File: config.mk
export PLATFORM = sky130hd
export DESIGN_NAME = pipeline_stall_controller_flat
export DESIGN_NICKNAME = d
export VERILOG_FILES = /design/src/rtl/pipeline_stall_controller_if.sv /design/src/rtl/pipeline_stall_controller.sv /design/src/flat_wrapper.sv
export SDC_FILE = /design/constraint.sdc
export NUM_CORES = 1
export LEC_CHECK = 0
export BUFFER_PORTS_ARGS = -buffer_cell sky130_fd_sc_hd__buf_4
export CELL_PAD_IN_SITES_DETAIL_PLACEMENT = 0
export CELL_PAD_IN_SITES_GLOBAL_PLACEMENT = 1
export CORE_MARGIN = 4
export CORE_UTILIZATION = 30
export CTS_BUF_LIST = sky130_fd_sc_hd__clkbuf_16
export DETAILED_ROUTE_END_ITERATION = 16
export PLACE_DENSITY = 0.77
export SLEW_MARGIN = 10
export SYNTH_ARGS = -nofsm -noshare
export SYNTH_HDL_FRONTEND = slang
export SYNTH_SLANG_ARGS = --single-unit
File: constraint.sdc
create_clock -name clk -period 5.2 [get_ports clk]
set_clock_uncertainty 0.15 [all_clocks]
set_input_delay 0.26 -clock clk [delete_from_list [all_inputs] [get_ports clk]]
set_output_delay 0.26 -clock clk [all_outputs]
set_load 0.03 [all_outputs]
File: src/rtl/pipeline_stall_controller_if.sv
// Hazard inputs and stall/bubble controls exchanged between the pipeline
// and the stall controller.
interface pipeline_stall_controller_if;
  logic        fetchDecodeValid;
  logic [4:0]  fetchDecodeRegister1;
  logic [4:0]  fetchDecodeRegister2;
  logic        fetchDecodeUsesRegister1;
  logic        fetchDecodeUsesRegister2;
  logic        decodeExecuteValid;
  logic        decodeExecuteIsLoad;
  logic [4:0]  decodeExecuteDestinationRegister;
  logic        decodeExecuteIsMulDiv;
  logic        mulDivDone;
  logic        executeRedirect;
  logic        memoryRequest;
  logic        memoryReady;
  logic        stallFetch;
  logic        stallDecode;
  logic        stallExecute;
  logic        stallMemory;
  logic        bubbleExecute;
  logic        bubbleMemory;
  logic        bubbleWriteback;
  logic        flushFetchDecode;
  logic        mulDivStart;
  logic        mulDivBusy;
  logic        mulDivTimeout;
  logic [31:0] stallCycleCount;

  modport master (
    output fetchDecodeValid, fetchDecodeRegister1, fetchDecodeRegister2,
           fetchDecodeUsesRegister1, fetchDecodeUsesRegister2,
           decodeExecuteValid, decodeExecuteIsLoad, decodeExecuteDestinationRegister,
           decodeExecuteIsMulDiv, mulDivDone, executeRedirect, memoryRequest, memoryReady,
    input  stallFetch, stallDecode, stallExecute, stallMemory,
           bubbleExecute, bubbleMemory, bubbleWriteback, flushFetchDecode,
           mulDivStart, mulDivBusy, mulDivTimeout, stallCycleCount
  );

  modport slave (
    input  fetchDecodeValid, fetchDecodeRegister1, fetchDecodeRegister2,
           fetchDecodeUsesRegister1, fetchDecodeUsesRegister2,
           decodeExecuteValid, decodeExecuteIsLoad, decodeExecuteDestinationRegister,
           decodeExecuteIsMulDiv, mulDivDone, executeRedirect, memoryRequest, memoryReady,
    output stallFetch, stallDecode, stallExecute, stallMemory,
           bubbleExecute, bubbleMemory, bubbleWriteback, flushFetchDecode,
           mulDivStart, mulDivBusy, mulDivTimeout, stallCycleCount
  );
endinterface

File: src/rtl/pipeline_stall_controller.sv
// Stall/flush sequencer for the five-stage pipeline: load-use, MUL/DIV
// occupancy, data-memory wait states and Execute redirects.
module pipeline_stall_controller #(
  parameter int MULDIV_TIMEOUT = 64
) (
  input logic                       clk,
  input logic                       reset,
  pipeline_stall_controller_if.slave bus
);
  localparam int CNT_W = $clog2(MULDIV_TIMEOUT);
  localparam logic [CNT_W-1:0] CNT_LAST = CNT_W'(MULDIV_TIMEOUT - 1);

  typedef enum logic {RUN, MULDIV_WAIT} state_e;

  state_e           state_q, state_d;
  logic [CNT_W-1:0] cnt_q, cnt_d;
  logic             done_latched_q, done_latched_d;
  logic             timeout_q, timeout_d;
  logic [31:0]      stall_cnt_q;

  logic mem_stall, load_use, md_start, md_done, md_hold, md_expired;
  logic stl_fetch, stl_decode, stl_exec, stl_mem;
  logic bub_exec, bub_mem, bub_wb, flush_fd, start_pulse;

  assign mem_stall = bus.memoryRequest && !bus.memoryReady;
  assign load_use  = bus.fetchDecodeValid && bus.decodeExecuteValid && bus.decodeExecuteIsLoad
                  && (bus.decodeExecuteDestinationRegister != 5'd0)
                  && ((bus.fetchDecodeUsesRegister1
                       && (bus.fetchDecodeRegister1 == bus.decodeExecuteDestinationRegister))
                   || (bus.fetchDecodeUsesRegister2
                       && (bus.fetchDecodeRegister2 == bus.decodeExecuteDestinationRegister)));
  assign md_start   = (state_q == RUN) && bus.decodeExecuteValid && bus.decodeExecuteIsMulDiv
                   && !mem_stall;
  assign md_done    = bus.mulDivDone || done_latched_q;
  assign md_hold    = (state_q == MULDIV_WAIT) && !md_done;
  assign md_expired = md_hold && (cnt_q == CNT_LAST);

  always_comb begin
    stl_fetch      = 1'b0;
    stl_decode     = 1'b0;
    stl_exec       = 1'b0;
    stl_mem        = 1'b0;
    bub_exec       = 1'b0;
    bub_mem        = 1'b0;
    bub_wb         = 1'b0;
    flush_fd       = 1'b0;
    start_pulse    = 1'b0;
    state_d        = state_q;
    cnt_d          = cnt_q;
    done_latched_d = done_latched_q;
    timeout_d      = timeout_q;

    if (mem_stall) begin
      // The whole pipe freezes; a done pulse seen now must not be lost.
      stl_fetch  = 1'b1;
      stl_decode = 1'b1;
      stl_exec   = 1'b1;
      stl_mem    = 1'b1;
      bub_wb     = 1'b1;
      if ((state_q == MULDIV_WAIT) && bus.mulDivDone) done_latched_d = 1'b1;
    end else if (md_start) begin
      start_pulse = 1'b1;
      stl_fetch   = 1'b1;
      stl_decode  = 1'b1;
      stl_exec    = 1'b1;
      bub_mem     = 1'b1;
      state_d     = MULDIV_WAIT;
      cnt_d       = '0;
    end else if (md_hold && !md_expired) begin
      stl_fetch  = 1'b1;
      stl_decode = 1'b1;
      stl_exec   = 1'b1;
      bub_mem    = 1'b1;
      cnt_d      = cnt_q + CNT_W'(1);
    end else begin
      // Completion or timeout abort: Execute is released this cycle so the
      // MUL/DIV instruction leaves ID/EX instead of being restarted from RUN.
      if (state_q == MULDIV_WAIT) begin
        state_d        = RUN;
        done_latched_d = 1'b0;
        timeout_d      = timeout_q | md_expired;
      end
      if (bus.executeRedirect) begin
        flush_fd = 1'b1;
        bub_exec = 1'b1;
      end else if (load_use) begin
        stl_fetch  = 1'b1;
        stl_decode = 1'b1;
        bub_exec   = 1'b1;
      end
    end
  end

  always_ff @(posedge clk) begin
    if (reset) begin
      state_q        <= RUN;
      cnt_q          <= '0;
      done_latched_q <= 1'b0;
      timeout_q      <= 1'b0;
      stall_cnt_q    <= '0;
    end else begin
      state_q        <= state_d;
      cnt_q          <= cnt_d;
      done_latched_q <= done_latched_d;
      timeout_q      <= timeout_d;
      stall_cnt_q    <= stall_cnt_q + {31'd0, stl_fetch};
    end
  end

  assign bus.stallFetch       = stl_fetch;
  assign bus.stallDecode      = stl_decode;
  assign bus.stallExecute     = stl_exec;
  assign bus.stallMemory      = stl_mem;
  assign bus.bubbleExecute    = bub_exec;
  assign bus.bubbleMemory     = bub_mem;
  assign bus.bubbleWriteback  = bub_wb;
  assign bus.flushFetchDecode = flush_fd;
  assign bus.mulDivStart      = start_pulse;
  assign bus.mulDivBusy       = (state_q == MULDIV_WAIT);
  assign bus.mulDivTimeout    = timeout_q;
  assign bus.stallCycleCount  = stall_cnt_q;
endmodule

File: src/flat_wrapper.sv
// flat-port wrapper written by rule: the top's interface ports become plain ports
module pipeline_stall_controller_flat 
#(
  parameter int MULDIV_TIMEOUT = 64
)
  (clk, reset, bus_fetchDecodeValid, bus_fetchDecodeRegister1, bus_fetchDecodeRegister2, bus_fetchDecodeUsesRegister1, bus_fetchDecodeUsesRegister2, bus_decodeExecuteValid, bus_decodeExecuteIsLoad, bus_decodeExecuteDestinationRegister, bus_decodeExecuteIsMulDiv, bus_mulDivDone, bus_executeRedirect, bus_memoryRequest, bus_memoryReady, bus_stallFetch, bus_stallDecode, bus_stallExecute, bus_stallMemory, bus_bubbleExecute, bus_bubbleMemory, bus_bubbleWriteback, bus_flushFetchDecode, bus_mulDivStart, bus_mulDivBusy, bus_mulDivTimeout, bus_stallCycleCount);
  pipeline_stall_controller_if bus_i ();
  input logic clk;
  input logic reset;
  input wire logic [$bits(bus_i.fetchDecodeValid)-1:0] bus_fetchDecodeValid;
  input wire logic [$bits(bus_i.fetchDecodeRegister1)-1:0] bus_fetchDecodeRegister1;
  input wire logic [$bits(bus_i.fetchDecodeRegister2)-1:0] bus_fetchDecodeRegister2;
  input wire logic [$bits(bus_i.fetchDecodeUsesRegister1)-1:0] bus_fetchDecodeUsesRegister1;
  input wire logic [$bits(bus_i.fetchDecodeUsesRegister2)-1:0] bus_fetchDecodeUsesRegister2;
  input wire logic [$bits(bus_i.decodeExecuteValid)-1:0] bus_decodeExecuteValid;
  input wire logic [$bits(bus_i.decodeExecuteIsLoad)-1:0] bus_decodeExecuteIsLoad;
  input wire logic [$bits(bus_i.decodeExecuteDestinationRegister)-1:0] bus_decodeExecuteDestinationRegister;
  input wire logic [$bits(bus_i.decodeExecuteIsMulDiv)-1:0] bus_decodeExecuteIsMulDiv;
  input wire logic [$bits(bus_i.mulDivDone)-1:0] bus_mulDivDone;
  input wire logic [$bits(bus_i.executeRedirect)-1:0] bus_executeRedirect;
  input wire logic [$bits(bus_i.memoryRequest)-1:0] bus_memoryRequest;
  input wire logic [$bits(bus_i.memoryReady)-1:0] bus_memoryReady;
  output wire logic [$bits(bus_i.stallFetch)-1:0] bus_stallFetch;
  output wire logic [$bits(bus_i.stallDecode)-1:0] bus_stallDecode;
  output wire logic [$bits(bus_i.stallExecute)-1:0] bus_stallExecute;
  output wire logic [$bits(bus_i.stallMemory)-1:0] bus_stallMemory;
  output wire logic [$bits(bus_i.bubbleExecute)-1:0] bus_bubbleExecute;
  output wire logic [$bits(bus_i.bubbleMemory)-1:0] bus_bubbleMemory;
  output wire logic [$bits(bus_i.bubbleWriteback)-1:0] bus_bubbleWriteback;
  output wire logic [$bits(bus_i.flushFetchDecode)-1:0] bus_flushFetchDecode;
  output wire logic [$bits(bus_i.mulDivStart)-1:0] bus_mulDivStart;
  output wire logic [$bits(bus_i.mulDivBusy)-1:0] bus_mulDivBusy;
  output wire logic [$bits(bus_i.mulDivTimeout)-1:0] bus_mulDivTimeout;
  output wire logic [$bits(bus_i.stallCycleCount)-1:0] bus_stallCycleCount;
  assign bus_i.fetchDecodeValid = bus_fetchDecodeValid;
  assign bus_i.fetchDecodeRegister1 = bus_fetchDecodeRegister1;
  assign bus_i.fetchDecodeRegister2 = bus_fetchDecodeRegister2;
  assign bus_i.fetchDecodeUsesRegister1 = bus_fetchDecodeUsesRegister1;
  assign bus_i.fetchDecodeUsesRegister2 = bus_fetchDecodeUsesRegister2;
  assign bus_i.decodeExecuteValid = bus_decodeExecuteValid;
  assign bus_i.decodeExecuteIsLoad = bus_decodeExecuteIsLoad;
  assign bus_i.decodeExecuteDestinationRegister = bus_decodeExecuteDestinationRegister;
  assign bus_i.decodeExecuteIsMulDiv = bus_decodeExecuteIsMulDiv;
  assign bus_i.mulDivDone = bus_mulDivDone;
  assign bus_i.executeRedirect = bus_executeRedirect;
  assign bus_i.memoryRequest = bus_memoryRequest;
  assign bus_i.memoryReady = bus_memoryReady;
  assign bus_stallFetch = bus_i.stallFetch;
  assign bus_stallDecode = bus_i.stallDecode;
  assign bus_stallExecute = bus_i.stallExecute;
  assign bus_stallMemory = bus_i.stallMemory;
  assign bus_bubbleExecute = bus_i.bubbleExecute;
  assign bus_bubbleMemory = bus_i.bubbleMemory;
  assign bus_bubbleWriteback = bus_i.bubbleWriteback;
  assign bus_flushFetchDecode = bus_i.flushFetchDecode;
  assign bus_mulDivStart = bus_i.mulDivStart;
  assign bus_mulDivBusy = bus_i.mulDivBusy;
  assign bus_mulDivTimeout = bus_i.mulDivTimeout;
  assign bus_stallCycleCount = bus_i.stallCycleCount;
  pipeline_stall_controller #(.MULDIV_TIMEOUT(MULDIV_TIMEOUT)) u_core (.clk(clk), .reset(reset), .bus(bus_i));
endmodule
After elaboration in Yosys (flattened, before gate mapping)
Cells that the tools add are included.
{ "op_classes": {"eq_ne": 7, "add_sub_neg": 2, "n_reduce_logical": 27, "bitwise_logic": 5, "n_mux": 29} }
{ "op_table": {"columns": ["operator", "n"], "rows": [
  ["$add A32 B1 Y32", 1],
  ["$mux W1", 27],
  ["$logic_and A1 B1 Y1", 14],
  ["$mux W6", 2],
  ["$eq A5 B5 Y1", 2],
  ["$reduce_and A4 Y1", 2],
  ["$add A6 B1 Y6 const B", 1],
  ["$eq A6 B6 Y1 const B", 1],
  ["$ne A2 B1 Y1 const B", 3],
  ["$reduce_bool A5 Y1", 1],
  ["$logic_not A1 Y1", 4],
  ["$not A1 Y1", 4],
  ["$reduce_and A2 Y1", 2],
  ["$reduce_bool A2 Y1", 2],
  ["$logic_or A1 B1 Y1", 2],
  ["$ne A2 B2 Y1 const B", 1],
  ["$or A1 B1 Y1", 1]
]} }
{ "word_totals": {"reg_bits": 41} }

Longest topological paths before layout
Gate-level depths: netlist of the first run.
{ "depth": {"depth_word": 10, "depth_mapped": 13, "depth_no_buf": 11} }

Worst setup path after synthesis of the first run
Ideal clock, no wire load.
{ "synth_timing": {"path_kind": "input to register", "start": "input bus_decodeExecuteDestinationRegister[3]", "end": "register u_core.stall_cnt_q[16], in the netlist u_core.bus.stallCycleCount[16]", "t_arrival_ns": 3.595, "slack_ns": 1.384, "cell_stages": 12, "required_time_ns": 4.980, "n_path_buf": 2, "path_cell_list": "xor2_1 nor4_1 a32oi_1 o31ai_1 ha_1 ha_1 nand4_2 or3_1 clkbuf_1 buf_2 or3_1 a21oi_1"} }
{ "synth_between": {"elab_chain_len": 10, "word_cells_on_any_way": 14} }
{ "synth_rtl": {"columns": ["item", "line_no", "source"], "rows": [
  ["start: declaration", "flat_wrapper.sv:17", "input wire logic [$bits(bus_i.decodeExecuteDestinationRegister)-1:0] bus_decodeExecuteDestinationRegister;"],
  ["$eq A5 B5 Y1, on equally long branches", "pipeline_stall_controller.sv:29, pipeline_stall_controller.sv:31", null],
  ["$logic_and A1 B1 Y1, on equally long branches", "pipeline_stall_controller.sv:29, pipeline_stall_controller.sv:31", null],
  ["$logic_or A1 B1 Y1", "pipeline_stall_controller.sv:30", "|| (bus.fetchDecodeUsesRegister2"],
  ["$logic_and A1 B1 Y1 (*)", "pipeline_stall_controller.sv:28", "&& ((bus.fetchDecodeUsesRegister1"],
  ["$mux W1 (*) (5 in a row)", null, null],
  ["named net bus_stallDecode", "flat_wrapper.sv:24", "output wire logic [$bits(bus_i.stallDecode)-1:0] bus_stallDecode;"],
  ["$add A32 B1 Y32 (*)", "pipeline_stall_controller.sv:106", "stall_cnt_q <= stall_cnt_q + {31'd0, stl_fetch};"],
  ["end signal: assignment", "pipeline_stall_controller.sv:106", null],
  ["end: declaration", "pipeline_stall_controller.sv:19", "logic [31:0] stall_cnt_q;"]
]} }
The timed path passes the listed nets; every way through them passes the cells marked *.
A chain may end at the register's enable or synchronous reset.

Worst setup path in the final report of the first run
{ "layout_timing": {"start": "register u_core.state_q, in the netlist u_core.bus.mulDivBusy", "end": "register u_core.stall_cnt_q[24], in the netlist u_core.bus.stallCycleCount[24]"} }
{ "layout_between": {"elab_chain_len": 8, "word_cells_on_any_way": 12} }
{ "layout_rtl": {"columns": ["item", "line_no", "source"], "rows": [
  ["start: declaration", "pipeline_stall_controller.sv:15", "state_e state_q, state_d;"],
  ["start signal: assignment", "pipeline_stall_controller.sv:102", "state_q <= state_d;"],
  ["$logic_and A1 B1 Y1", "pipeline_stall_controller.sv:35", "assign md_hold = (state_q == MULDIV_WAIT) && !md_done;"],
  ["$logic_and A1 B1 Y1", "pipeline_stall_controller.sv:36", "assign md_expired = md_hold && (cnt_q == CNT_LAST);"],
  ["$logic_not A1 Y1", "pipeline_stall_controller.sv:69", "end else if (md_hold && !md_expired) begin"],
  ["$logic_and A1 B1 Y1", "pipeline_stall_controller.sv:69", null],
  ["$mux W1", "pipeline_stall_controller.sv:69", null],
  ["$mux W1 (*)", "pipeline_stall_controller.sv:61", "end else if (md_start) begin"],
  ["$mux W1 (*)", "pipeline_stall_controller.sv:53", "if (mem_stall) begin"],
  ["$add A32 B1 Y32 (*)", "pipeline_stall_controller.sv:106", null]
]} }
Every way passes the cells marked *; elsewhere a longest branch is shown, timed or not.

==> results.cfg, run 1 <==
[grt]
grt_max_degree = 40
grt_use_total = 0.130
gr-total-overflow = 0
first_global_vias = 1980
grt_pass1_wl_mm = 9.27
antenna_found_initial = 0

[final_layout]
fillCellCount = 729
seq_area_um2 = 821
diodes = 0
layout-drive-gt1-share = 0.245
nets = 347
multi_input_area_um2 = 1240
final_core_util = 0.418
area_delta_synth_final_pct = 33.8

[clock_tree]
clock_latency_ns = 0.28
clkTransAtPathRegs_ns = 0.06
cts-root-buf = clkbuf_16
cts_tree = done
post-cts-setup-buffers = 0
cts_inserted_buffers = 5
clock_path_buffers = 2
htreeDepth = 2
ctsHoldBuffers = 0
cts_resized = 0
cts.sinks = 41

[detailed_routing]
wl_mm = 5.49
drc = 0
routedWlPerCell_um = 13.3
drtIter0Drc = 41
dr.pass1.iters = 4
antenna_left = 0
vias = 2123
viasPerCell = 5.13

[critical_path]
worstSetupPathType = reg -> reg
worstPathArrival_ns = 3.74
r2r_cells = 10
endpoint = u_core.bus.stallCycleCount[24]$_SDFF_PP0_
end_kind = flop
setup.worst_path.start = u_core.bus.mulDivBusy$_SDFFE_PP0P_
crit_fanout = 17
startpoint_type = flop
timing.rr.end = u_core.bus.stallCycleCount[24]$_SDFF_PP0_
timing.rr.start = u_core.bus.mulDivBusy$_SDFFE_PP0P_
required_ns = 5.25
r2r_setup_slack_ns = 1.51

[placement]
port_buffers = 69
gp_congestion = 0.733
place_hpwl_mm = 4.01

[sta]
finalCriticalPeriod_ns = 3.69
setup_viol = 0
fmaxAchievable_mhz = 271
tightestPinTransition_ns = 0.989
post-route-period-util = 0.709
rsz0062_at_grt = false
holdWs_ns = 0.195
hold_viol = 0
slew_headroom = 0.339
fin_tns_setup_ns = 0
slew_viol_final = 0

[logic_synthesis]
yosysUniqueCellTypes = 46
ys_top_cells_by_count = dfxtp_1, a21oi_1, nand2_1, nor2_1, or4_1
ys_seq_elements = 41
syn_area_per_cell_um2 = 8.47
synth.area.top_cells = dfxtp_1, a21oi_1, or4_1, o31ai_1, xor2_1
synth_compound_area_frac = 0.162
synth_fa_ha_area_frac = 0.0174
synth_top_cell_area_share = 0.380
synth_area_um2 = 2160
yosysWarnings = 0
synth_top_family_by_area = simple AND/OR/NAND/NOR gates
yosysSeqAreaShare = 0.380
synth-main-ff-cell = dfxtp_1
synthMuxAreaShare = 0.0238
netlist_instances = 255
synth_nets = 285
synth_most_common_cell = dfxtp_1
synth_edf_count = 0
synth_simple_gate_area_share = 0.293
async_flop_share = 0
yosysTopAreaCell = dfxtp_1
synth-xor-area-share = 0.0771

[die]
coreArea_um2 = 6910
ios = 70
start_util = 0.313
dieWidth_um = 92.8
die_y_um = 92.8
dieArea_um2 = 8620
rows = 30

[power_and_ir_drop]
power_density_nw_per_um2 = 255
ir_drop_mv = 0.120
p_leak_nw = 1.05

[run_status]
outcome = completed

[flow_run]
maxCapViolations = 0

[worst_hold_path]
hold_class = in -> reg
-- how the worst min path moves through the flow --
stage / from / endpoint / slack [ns] / depth (start not counted)
floorplan: u_core.cnt_q[5]$_SDFFE_PP0P_ / u_core.cnt_q[5]$_SDFFE_PP0P_ / 0.29 / 2
CTS: bus_mulDivDone / u_core.done_latched_q$_SDFFE_PP0P_ / 0.18 / 3
global placement: u_core.cnt_q[5]$_SDFFE_PP0P_ / u_core.cnt_q[5]$_SDFFE_PP0P_ / 0.30 / 2
global route: bus_mulDivDone / u_core.done_latched_q$_SDFFE_PP0P_ / 0.20 / 3
detailed placement: u_core.cnt_q[5]$_SDFFE_PP0P_ / u_core.cnt_q[5]$_SDFFE_PP0P_ / 0.33 / 2
finish: bus_mulDivDone / u_core.done_latched_q$_SDFFE_PP0P_ / 0.19 / 3
-- per-layer routing --
metal  routed length [um]  track usage  up-vias
met1                 2440        0.163      978
met2                 2490        0.206       66
met5                    0            0        -
met4                   70       0.0403        0
met3                  485       0.0479        7
li1                     -            -     1072
-- final cells by class --
class / count / area share
multi-input cells: 192 / 0.429
flip-flops and latches: 41 / 0.284
repair buffers: 69 / 0.179
clock buffers: 5 / 0.0433
well taps: 96 / 0.0416
clock inverters: 3 / 0.0130
inverters: 8 / 0.0104
-- worst max-delay path: stages, from the launching register on --
cell and delay (ns):
dfxtp_1 0.45, nor3b_1 0.33, o21ai_1 0.26, and2_1 0.24, o31ai_1 0.12, ha_1 0.27, ha_1 0.23, nand4_2 0.18
or3_1 0.64, or4_1 0.57, a21oi_1 0.16
-- sequential cells by signal, indices dropped and copies added, names as in the netlist --
| register | count |
|---|---|
| u_core.done_latched_q | 1 |
| u_core.bus.mulDivBusy | 1 |
| u_core.cnt_q | 6 |
| u_core.bus.stallCycleCount | 32 |
| u_core.bus.mulDivTimeout | 1 |
-- layout by cell type (no fill, tap or decap), types with 2 or more instances in the layout --
master / instances
nand4_1: 6
and4_1: 3
xnor2_1: 9
nand3b_1: 3
clkbuf_16: 5
ha_1: 3
inv_1: 9
a211oi_1: 2
or4b_1: 2
o31ai_1: 13
nand2_1: 16
or4_1: 15
xor2_1: 10
and3_1: 2
o21ai_0: 7
dfxtp_1: 41
mux2i_1: 4
o41ai_1: 2
nand2b_1: 5
buf_4: 69
nand3_1: 11
nor2b_1: 3
nor4_1: 7
nor2_1: 16
nor3_1: 3
a21oi_1: 25
or3_1: 8
-- where the power goes --
part	internal [mW]	switching, mW	leakage [nW]
clock	0.223	0.119	0.0826
combinational	0.0331	0.0420	0.638
sequential	0.317	0.00278	0.331
-- per-stage QoR --
stage               std cells  power (mW)  setup slack (ns)  area, um^2
floorplan                 255       0.368              1.38        2160
global placement          406       0.402              1.59        2730
detailed placement        406       0.403              1.53        2730
CTS                       414       0.748              1.50        2890
global route              414       0.765              1.07        2890
finish                    414       0.737              1.51        2890
-- cells by family after synthesis --
logic type | Yosys count
buffers and inverters | 22
AND/OR/NAND/NOR | 108
multiplexers | 5
adder cells (fa/ha/maj) | 3
flip-flops | 41
AO/OA/AOI/OAI | 57
XOR/XNOR | 19
(Power assumes the default switching activity.)
==> run 2, diff against run 1 <==
--- a/config.mk
+++ b/config.mk
@@ -5,6 +5,7 @@
 export SDC_FILE = /design/constraint.sdc
 export NUM_CORES = 1
 export LEC_CHECK = 0
+export ABC_AREA = 1
 export BUFFER_PORTS_ARGS = -buffer_cell sky130_fd_sc_hd__buf_4
 export CELL_PAD_IN_SITES_DETAIL_PLACEMENT = 0
 export CELL_PAD_IN_SITES_GLOBAL_PLACEMENT = 1
@@ -12,7 +13,7 @@
 export CORE_UTILIZATION = 30
 export CTS_BUF_LIST = sky130_fd_sc_hd__clkbuf_16
 export DETAILED_ROUTE_END_ITERATION = 16
-export PLACE_DENSITY = 0.77
+export PLACE_DENSITY = 0.8
 export SLEW_MARGIN = 10
 export SYNTH_ARGS = -nofsm -noshare
 export SYNTH_HDL_FRONTEND = slang
==> constraint.sdc (replaced) <==
create_clock -name clk -period 3.4 [get_ports clk]
set_clock_uncertainty 0.15 [all_clocks]
set_input_delay 0.17 -clock clk [delete_from_list [all_inputs] [get_ports clk]]
set_output_delay 0.17 -clock clk [all_outputs]
set_load 0.03 [all_outputs]
==> results.cfg, run 2 <==
[run_status]
outcome = completed

[critical_path]
worstPathArrival_ns = 2.69
worstSetupPathType = reg -> reg
r2r_setup_slack_ns = 0.73
crit_fanout = 5
startpoint_type = flop
required_ns = 3.43
end_kind = flop

[worst_hold_path]
hold_class = in -> reg

[sta]
hold_viol = 0
slew_headroom = 0.669
post-route-period-util = 0.784
rsz0062_at_grt = false
setup_ws_ns = 0.735
finalCriticalPeriod_ns = 2.67
slew_viol_final = 0
fmaxAchievable_mhz = 375
holdWs_ns = 0.0701
setup_viol = 0
fin_tns_setup_ns = 0
tightestPinTransition_ns = 0.496

[placement]
port_buffers = 69
place_hpwl_mm = 5.45
gp_congestion = 0.820
place_area_um2 = 3080
dpl_worst_slack_ns = 0.759
dp_cells = 566

[final_layout]
final_core_util = 0.414
diodes = 0
final_area_um2 = 3250
layout-drive-gt1-share = 0.214
final_cells = 574
fillCellCount = 877
layout_common_cells = nand2_1, nor2_1, buf_4
mostFrequentLayoutCell = nand2_1
largest_reg_flops = 32
area_delta_synth_final_pct = 31.5
nets = 501

[logic_synthesis]
synth_most_common_cell = nand2_1
ys_top_cells_by_count = nand2_1, nor2_1, inv_1
netlist_instances = 401
synth_edf_count = 0
synth.area.top_cells = dfxtp_1, nand2_1, nor2_1, inv_1, a21oi_1
ys_seq_elements = 41
synth-main-ff-cell = dfxtp_1
async_flop_share = 0
yosysTopAreaCell = dfxtp_1
synth_nets = 431
synth_top_cell_area_share = 0.332
synth_area_um2 = 2470
syn_area_per_cell_um2 = 6.16
yosysWarnings = 0
yosysUniqueCellTypes = 28
yosysSeqAreaShare = 0.332

[clock_tree]
clkTransAtPathRegs_ns = 0.06
post-cts-setup-buffers = 0
cts_tree = done
cts_resized = 0
htreeDepth = 2
cts-root-buf = clkbuf_16
clock_latency_ns = 0.28
cts_inserted_buffers = 5
clock_path_buffers = 2
ctsHoldBuffers = 0
cts.sinks = 41

[detailed_routing]
drc = 0
wl_mm = 6.81
dr.pass1.iters = 4
drtIter0Drc = 93
antenna_left = 0
routedWlPerCell_um = 11.9
vias = 2518
viasPerCell = 4.39

[flow_run]
maxCapViolations = 0

[die]
coreArea_um2 = 7850
rows = 32
start_util = 0.315
ios = 70
die_y_um = 98.7
dieArea_um2 = 9740
dieWidth_um = 98.7

[power_and_ir_drop]
ir_drop_mv = 0.170
p_leak_nw = 1.38
total_power_mw = 1.15
power_density_nw_per_um2 = 354

[grt]
first_global_vias = 2418
antenna_found_initial = 0
grt_pass1_wl_mm = 11.5
grt_max_degree = 30
gr-total-overflow = 0
grt_use_total = 0.144
run 2: where the power goes:
part / internal (mW) / total [mW] / leakage, nW / switching, mW
Combinational: 0.0518 / 0.127 / 0.969 / 0.0755
Clock: 0.341 / 0.531 / 0.0826 / 0.190
Sequential: 0.485 / 0.490 / 0.331 / 0.00408
Total: 0.878 / 1.15 / 1.38 / 0.269
run 2: critical path, stage by stage (launching register included):
cell and delay [ns]:
dfxtp_1 0.33, ha_1 0.22, nand2_1 0.09, nor2_2 0.05, nand2_1 0.09, nand2_2 0.08, nand3_2 0.11, o21bai_1 0.17
ha_1 0.24, ha_1 0.20, nand2_2 0.12, nor3_4 0.23, nand3_2 0.14, nor2_1 0.15, nand2_1 0.08, nand2_1 0.06
nor2_1 0.05
run 2: layout make-up:
cell class / count / area [um^2] / share of cell area
inverters: 46 / 175 / 0.0539
multi-input cells: 308 / 1440 / 0.444
clock buffers: 5 / 125 / 0.0385
repair buffers: 69 / 518 / 0.160
flip-flops and latches: 41 / 821 / 0.253
well taps: 102 / 128 / 0.0393
clock inverters: 3 / 37.5 / 0.0116
run 2: kinds of logic after synthesis:
kind of cell,Yosys count,synth area share
buffers and inverters,52,0.0831
XOR/XNOR,11,0.0390
AND/OR/NAND/NOR,261,0.457
flip-flops,41,0.332
adder cells (fa/ha/maj),3,0.0152
AO/OA/AOI/OAI,33,0.0730
run 2: final timing paths:
path                                               from                                        end  cells after the start
setup / recovery           u_core.cnt_q[0]$_SDFFE_PP0P_  u_core.bus.stallCycleCount[22]$_SDFF_PP0_                     16
hold / removal                           bus_mulDivDone         u_core.done_latched_q$_SDFFE_PP0P_                      3
setup reg to reg           u_core.cnt_q[0]$_SDFFE_PP0P_  u_core.bus.stallCycleCount[22]$_SDFF_PP0_                     16
hold reg to reg   u_core.bus.mulDivTimeout$_SDFFE_PP0P_      u_core.bus.mulDivTimeout$_SDFFE_PP0P_                      2
run 2: layer usage:
| metal | GRT usage | routed length, um | up-vias |
|---|---|---|---|
| li1 | - | - | 1370 |
| met1 | 0.194 | 3350 | 1098 |
| met2 | 0.235 | 3140 | 42 |
| met3 | 0.0283 | 244 | 8 |
| met4 | 0.0420 | 85 | 0 |
| met5 | 0 | 0 | - |
